## config.mk

```make
export PLATFORM = sky130hd
export DESIGN_NAME = alarm_ctrl
export DESIGN_NICKNAME = d
export VERILOG_FILES = /design/src/rtl/alarm_pkg.sv /design/src/rtl/btn_sync_edge.sv /design/src/rtl/alarm_ctrl.sv
export SDC_FILE = /design/constraint.sdc
export NUM_CORES = 1
export LEC_CHECK = 0
export CAP_MARGIN = 20
export CORE_MARGIN = 3
export CORE_UTILIZATION = 45
export CTS_CLUSTER_SIZE = 12
export DETAILED_ROUTE_END_ITERATION = 10
export HOLD_SLACK_MARGIN = 0.08
export SYNTH_ARGS = -nofsm -noshare
export SYNTH_HDL_FRONTEND = slang
export SYNTH_SLANG_ARGS = --single-unit
```

## constraint.sdc

```tcl
create_clock -name clk -period 2.4 [get_ports clk]
set_clock_uncertainty 0.05 [all_clocks]
set_input_delay 0.48 -clock clk [delete_from_list [all_inputs] [get_ports clk]]
set_output_delay 0.48 -clock clk [all_outputs]
set_load 0.05 [all_outputs]
```

## src/rtl/alarm_pkg.sv

```systemverilog
// Shared state encoding for the alarm_ctrl lock/alarm controller.
package alarm_pkg;

  localparam int STATE_W = 2;

  typedef enum logic [STATE_W-1:0] {
    IDLE   = 2'd0,
    LOCKED = 2'd1,
    ENTRY  = 2'd2,
    ALARM  = 2'd3
  } state_t;

endpackage

```

## src/rtl/btn_sync_edge.sv

```systemverilog
// Two-flop synchroniser for an asynchronous button, plus a one-cycle rising-edge pulse.
module btn_sync_edge (
  input  logic clk,
  input  logic rst,
  input  logic in,
  output logic level_o,
  output logic rise_o
);

  logic in_p0;
  logic in_p1;
  logic in_p2;

  always_ff @(posedge clk or posedge rst) begin
    if (rst) begin
      in_p0 <= 1'b0;
      in_p1 <= 1'b0;
      in_p2 <= 1'b0;
    end else begin
      in_p0 <= in;
      in_p1 <= in_p0;
      in_p2 <= in_p1;
    end
  end

  // in_p2 only remembers the previous synchronised level for edge detection
  assign level_o = in_p1;
  assign rise_o  = in_p1 & ~in_p2;

endmodule

```

## src/rtl/alarm_ctrl.sv

```systemverilog
// Lock/alarm controller driving an LED bank from buttons and a code-match level.
// Define ALARM_CHASE_EN to show a rotating one-hot LED chase while in ALARM.
module alarm_ctrl
  import alarm_pkg::*;
#(
  parameter int NUM_LEDS     = 8,
  parameter int BLINK_HALF   = 25000000,
  parameter int ENTRY_CYCLES = 250000000,
  parameter int MAX_FAILS    = 3
) (
  input  logic                           clk,
  input  logic                           rst,
  input  logic                           lock_btn,
  input  logic                           arm_btn,
  input  logic                           open,
  output logic [NUM_LEDS-1:0]            led,
  output logic                           alarm_o,
  output logic [1:0]                     state_o,
  output logic [$clog2(MAX_FAILS+1)-1:0] fail_cnt_o
);

  localparam int BW = (BLINK_HALF > 1) ? $clog2(BLINK_HALF) : 1;
  localparam int WW = (ENTRY_CYCLES > 1) ? $clog2(ENTRY_CYCLES) : 1;
  localparam int FW = $clog2(MAX_FAILS + 1);

  logic lock_lvl;
  logic lock_rise;
  logic arm_lvl;
  logic arm_rise;
  logic open_p0;
  logic open_p1;

  btn_sync_edge u_lock_sync (
    .clk     (clk),
    .rst     (rst),
    .in      (lock_btn),
    .level_o (lock_lvl),
    .rise_o  (lock_rise)
  );

  btn_sync_edge u_arm_sync (
    .clk     (clk),
    .rst     (rst),
    .in      (arm_btn),
    .level_o (arm_lvl),
    .rise_o  (arm_rise)
  );

  // open is a level, so it needs the synchroniser but no edge detector
  always_ff @(posedge clk or posedge rst) begin
    if (rst) begin
      open_p0 <= 1'b0;
      open_p1 <= 1'b0;
    end else begin
      open_p0 <= open;
      open_p1 <= open_p0;
    end
  end

  logic [BW-1:0] blink_cnt;
  logic          blink_ph;
  logic          blink_wrap;

  assign blink_wrap = (blink_cnt == BW'(BLINK_HALF - 1));

  always_ff @(posedge clk or posedge rst) begin
    if (rst) begin
      blink_cnt <= '0;
      blink_ph  <= 1'b0;
    end else if (blink_wrap) begin
      blink_cnt <= '0;
      blink_ph  <= ~blink_ph;
    end else begin
      blink_cnt <= blink_cnt + BW'(1);
    end
  end

  state_t        state;
  state_t        state_n;
  logic [WW-1:0] win_cnt;
  logic [WW-1:0] win_n;
  logic [FW-1:0] fail_cnt;
  logic [FW-1:0] fail_n;
  logic [FW-1:0] fail_inc;

  assign fail_inc = (fail_cnt == FW'(MAX_FAILS)) ? fail_cnt : fail_cnt + FW'(1);

  always_ff @(posedge clk or posedge rst) begin
    if (rst) begin
      state    <= IDLE;
      win_cnt  <= '0;
      fail_cnt <= '0;
    end else begin
      state    <= state_n;
      win_cnt  <= win_n;
      fail_cnt <= fail_n;
    end
  end

  // open beats a lock pulse, which beats window expiry
  always_comb begin
    state_n = state;
    win_n   = win_cnt;
    fail_n  = fail_cnt;
    case (state)
      IDLE: begin
        if (lock_rise) state_n = LOCKED;
      end
      LOCKED: begin
        if (arm_rise && !lock_rise) begin
          state_n = ENTRY;
          win_n   = WW'(ENTRY_CYCLES - 1);
        end
      end
      ENTRY: begin
        if (win_cnt != '0) win_n = win_cnt - WW'(1);
        if (open_p1) begin
          state_n = IDLE;
          fail_n  = '0;
        end else if (lock_rise) begin
          state_n = LOCKED;
        end else if (win_cnt == '0) begin
          fail_n  = fail_inc;
          state_n = (fail_inc == FW'(MAX_FAILS)) ? ALARM : LOCKED;
        end
      end
      ALARM: begin
        if (lock_rise && open_p1) begin
          state_n = LOCKED;
          fail_n  = '0;
        end
      end
      default: state_n = IDLE;
    endcase
  end

  logic [NUM_LEDS-1:0] alarm_pat;

`ifdef ALARM_CHASE_EN
  logic [NUM_LEDS-1:0] chase;
  logic [NUM_LEDS-1:0] chase_rot;

  always_comb begin
    chase_rot = '0;
    for (int i = 0; i < NUM_LEDS; i++) begin
      chase_rot[i] = chase[(i + NUM_LEDS - 1) % NUM_LEDS];
    end
  end

  // held at led[0] outside ALARM so the chase always starts from the LSB
  always_ff @(posedge clk or posedge rst) begin
    if (rst) begin
      chase <= '0;
    end else if (state != ALARM) begin
      chase <= NUM_LEDS'(1);
    end else if (blink_wrap) begin
      chase <= chase_rot;
    end
  end

  assign alarm_pat = chase;
`else
  assign alarm_pat = {NUM_LEDS{blink_ph}};
`endif

  logic [NUM_LEDS-1:0] led_n;

  always_comb begin
    led_n = '0;
    case (state)
      IDLE:    led_n = '0;
      LOCKED:  led_n = NUM_LEDS'(1);
      ENTRY:   led_n = {NUM_LEDS{blink_ph}};
      ALARM:   led_n = alarm_pat;
      default: led_n = '0;
    endcase
  end

  always_ff @(posedge clk or posedge rst) begin
    if (rst) begin
      led     <= '0;
      alarm_o <= 1'b0;
    end else begin
      led     <= led_n;
      alarm_o <= (state == ALARM);
    end
  end

  assign state_o    = state;
  assign fail_cnt_o = fail_cnt;

endmodule

```

Word-level counts from Yosys, hierarchy flattened
Cells that the tools add are included.
W data, S select, Z words.

storage, ports and cells
  output and inout bits = 13
  register bits after elaboration = 75

cells by class
  bitwise gates (word level) = 5
  $add $sub $neg = 3
  multiplexer cells = 19
  eq/ne operators = 13
  reduce and logical (&&, ||, !) cells = 12

operators with widths
  cell                     number
  $mux W28                 2
  $pmux W28 S2             1
  $logic_not A28 Y1        1
  $reduce_bool A28 Y1      1
  $sub A28 B1 Y28 const B  1
  $add A25 B1 Y25 const B  1
  $eq A25 B25 Y1 const B   1
  $mux W25                 1
  $mux W2                  12
  $pmux W8 S3              1
  $eq A2 B2 Y1 const B     4
  $ne A2 B2 Y1 const B     4
  $pmux W2 S4              1
  $reduce_and A4 Y1        2
  $ne A3 B3 Y1 const B     2
  $ne A4 B4 Y1 const B     1
  $pmux W2 S2              1
  $reduce_bool A2 Y1       2
  $not A1 Y1               3
  $reduce_and A3 Y1        1
  $add A2 B1 Y2 const B    1
  $and A1 B1 Y1            2
  $eq A2 B1 Y1 const B     1
  $logic_and A1 B1 Y1      2
  other kinds (3)          3

Longest topological paths before layout
  depth in word-level cells = 8
  depth in mapped cells = 8

Cells and area by module
Synthesis repeated with hierarchy kept, for this count alone.

unflattened totals
  cell total of the unflattened synthesis = 365
  area, all modules = 3601.0 µm²

by module, submodules not included
  module         area each (µm²)  cells each  seq. area each (µm²)  times used
  alarm_ctrl     3415.8           355         1576.5                1
  btn_sync_edge  92.6             5           75.1                  2

Worst setup path before layout
Ideal clock, no wire load.

  path kind = reg2reg
  start = register state[1] (netlist: state_o[1])
  end = register win_cnt[20]
  setup time = 0.078 ns
  slack = -0.092 ns
  path buffers = 0
  data arrival time = 2.364 ns
  clock period less this slack = 2.492 ns
  stages on the path, launching flop included = 8
  path through = dfrtp_1 -> inv_1 -> ha_1 -> nor2b_1 -> a31oi_1 -> or4b_4 -> or4_1 -> a21oi_1

between the ends
  cells in the longest elaborated chain, start to end = 3

ends and longest elaborated chain
  what                                                                 line               source
  start, declared                                                      alarm_ctrl.sv:78   state_t state;
  start signal, assigned                                               alarm_ctrl.sv:94   state <= state_n;
  $eq A2 B2 Y1 / $eq A2 B1 Y1 (equally long branches)                  alarm_ctrl.sv:105  case (state)
  $ne A2 B2 Y1 (no line) / $reduce_bool A2 Y1 (equally long branches)  --
  $reduce_and A3 Y1 (no line)                                          --
  end signal, assigned                                                 alarm_ctrl.sv:95   win_cnt <= win_n;
  end, declared                                                        alarm_ctrl.sv:80   logic [WW-1:0] win_cnt;

Parallel ways exist; a longest one is shown, timed or not.
A chain may end at the register's enable or synchronous reset.

Worst setup path in the final report
  start = register win_cnt[12]
  end = register win_cnt[20]

between the ends
  cells in the longest elaborated chain, start to end = 3

ends and longest elaborated chain
  what                                                           line               source
  $sub A28 B1 Y28 / $reduce_bool A28 Y1 (equally long branches)  alarm_ctrl.sv:116  if (win_cnt != '0) win_n = win_cnt - WW'(1);
  $mux W28 / $ne A2 B2 Y1 (equally long branches)                --
  $pmux W28 S2 / $reduce_and A3 Y1 (equally long branches)       --

Parallel ways exist; a longest one is shown, timed or not. The select of a mux whose other input is x is not followed.

==> results.yml <==
clock_tree:
  clk_pin_slew_ns: 0.07
  clk_latency_ns: 0.35
  clock-sinks: 69
  clock-root-buffer: "clkbuf_8"
  cts_buffers: 9
  ctsHoldBuffers: 0
  cts_tree: "done"
  htreeDepth: 3
  clock_path_buffers: 2
yosys:
  synthCells: 377
  syn-cell-area_mm2: 0.00370
  yosys_register_bits: 69
  seq_area_frac_synth_pct: 46.7
  synth_top_flop_cell: "dfrtp_1"
  syn_nets: 389
  async_flop_share_pct: 100
  synth_cell_types: 62
  avgSynthCellArea_um2: 9.81
  ys_warn_count: 0
  synth_enable_flop_cells: 0
route:
  drt-total-wl_um: 8270
  wire_per_inst_um: 15.6
  drt_iter0_markers: 190
  viasPerCell: 5.83
  vias: 3094
  drt-pass1-iter-count: 4
  antenna_left: 0
  drc: 0
timing:
  tightestPinTransition_ns: 0.501
  final_max_slew_viol_count: 0
  rsz0062_at_grt: "yes"
  setup_viol: 0
  fmax_ghz: 0.417
  fin_crit_sh_pct: 100
  relSlewSlack_pct: 66.5
  fin_ws_ns: 0.000965
  fin_crit_ns: 2.40
  finalHoldViolCount: 0
power_and_ir_drop:
  ir_drop_uv: 598
  switching_share_pct: 31.7
  p_leak_nw: 1.90
  p_int_mw: 2.16
  power_frac_comb_pct: 23.1
  p_per_area_mw_per_mm2: 694
  clock_power_share_pct: 34.3
  seq_power_share_pct: 42.6
  switchingPower_mw: 1.00
die:
  rows: 32
  dieArea_mm2: 0.00934
  core_mm2: 0.00785
  num_io_pins: 18
  die_y_um: 96.6
  initial_core_util_pct: 47.1
  dieWidth_um: 96.6
finish:
  syn2layout_area_growth_pct: 23.1
  final_util_pct: 58.0
  fin_nets: 436
  multi_input_area_mm2: 0.00195
  seqCellArea_mm2: 0.00173
  final_common_cell: "dfrtp_1"
  num-fill-cells: 683
  n_antenna_cell: 0
  fin_area_mm2: 0.00455
  layout_common_cells: "dfrtp_1 (68), buf_4 (33), nor2_1 (25), nand2_1 (23), nand3_1 (20)"
  drive_gt1_share_pct: 19.8
min_path:
  hp-class: "flop to flop"
  whs_path_depth: 0
worst_setup_path:
  cp.required_ns: 2.62
  endpoint_kind: "flop"
  ff2ff_path_depth: 5
  critical_path_class: "flop to flop"
  startpoint_type: "flop"
  critical_path_arrival_ns: 2.62
  path_max_fanout: 4
place:
  dp_hpwl_um: 5580
  place_ws_ns: -0.107
  place.gp.congestion: 0.800
  io_buffers: 17
  detailed_place.area_mm2: 0.00416
global_routing:
  grt_pass1_vias: 2976
  grt_max_degree: 70
  grt_usage_pct: 18.1
  gr-total-overflow: 0
  antenna_found_initial: 0
  grt_pass1_wl_um: 14200
flow_run:
  cap_viol_max_count: 0
status:
  status: "finished clean"
metal layers:
layer	wire [µm]	global-route usage, %	part of all wire [%]
met4	74	6.80	0.89
met3	274	3.03	3.3
met2	3960	28.7	48
met5	0	0	0
met1	3970	24.8	48
critical path, cell delays in order, from the launching register on:
cell	delay, ns
dfrtp_1	0.39
or4_4	0.56
or2_1	0.28
or4b_4	0.50
or4_1	0.41
a21oi_1	0.15
synthesized netlist by cell type (all sizes together) (3+ instances only):
library cell,n,area share (%)
dfrtp,69,47
nor2,25,2.5
o21ai,24,3.2
nand2,23,2.3
nand3,22,3.0
a21oi,16,2.2
inv,14,1.4
nor4,14,2.7
nor3,12,2.1
and4,11,2.6
xnor2,11,2.6
a31oi,10,1.7
or3,10,1.7
buf,9,1.8
clkbuf,9,0.91
or4,8,1.7
xor2,8,1.9
ha,7,2.4
nand4,7,1.2
nor2b,7,1.2
and3,6,1.0
nand2b,6,1.0
o311ai,5,1.7
a211oi,3,0.61
a22oi,3,0.61
and2,3,0.51
nand3b,3,0.61
nor4b,3,0.71
power groups by stage:
stage	clock [mW]	sequential, mW	combinational, mW
finish	1.08	1.34	0.728
global route	1.15	1.36	0.792
CTS	1.11	1.34	0.699
detailed placement	0	1.36	0.672
global placement	0	1.36	0.668
floorplan	0	1.45	0.350
final timing paths:
kind	from	to	slack [ns]
min in group asynchronous	rst	u_lock_sync.in_p0$_DFF_PP0_	0.46
worst min register to register	u_arm_sync.in_p0$_DFF_PP0_	u_arm_sync.level_o$_DFF_PP0_	0.31
worst max-delay path	win_cnt[12]$_DFFE_PP0P_	win_cnt[20]$_DFFE_PP0P_	0.001
max in group asynchronous	rst	blink_ph$_DFFE_PP0N_	1.52
worst max register to register	win_cnt[12]$_DFFE_PP0P_	win_cnt[20]$_DFFE_PP0P_	0.001
worst min-delay path	u_arm_sync.in_p0$_DFF_PP0_	u_arm_sync.level_o$_DFF_PP0_	0.31
registers in the layout (all words and copies together) (netlist names):
signal and count:
alarm_o 1, fail_cnt_o 2, u_arm_sync.level_o 1, u_lock_sync.in_p2 1
u_lock_sync.level_o 1, blink_ph 1, win_cnt 28, open_p0 1
led 2, u_lock_sync.in_p0 1, u_arm_sync.in_p2 1, blink_cnt 25
state_o 2, u_arm_sync.in_p0 1, open_p1 1
repair_timing:
item                       in CTS  in global routing
buffers inserted                4                  0
pin swaps                       4                 12
resized for setup               6                 21
gates cloned                    1                  0
setup endpoints to repair      15                 37
cell type report:
class                           instances  area share (%)
Inverter                               14            1.15
Sequential cell                        69            38.0
Timing Repair Buffer                   54            10.3
Clock buffer                           11            3.11
Multi-Input combinational cell        276            42.9
Tap cell                              102            2.80
Clock inverter                          5            1.81
stage by stage:
| stage | power (mW) | hold WS, ns | std cells | TNS (ns) |
|---|---|---|---|---|
| finish | 3.16 | 0.305 | 531 | 0 |
| global route | 3.30 | 0.311 | 531 | -0.791 |
| CTS | 3.14 | 0.308 | 531 | 0 |
| detailed placement | 2.03 | 0.291 | 510 | -0.477 |
| global placement | 2.03 | 0.283 | 510 | -0.00531 |
| floorplan | 1.80 | 0.281 | 377 | -0.0236 |
logic make-up after synthesis:
family	synth area share, %
compound gates	14.8
buf+inv	4.16
xor+xnor	4.50
flops	46.7
simple gates	26.9
fa+ha+maj	2.37
mux	0.575
Note: power is estimated with default switching activity, not from simulation.
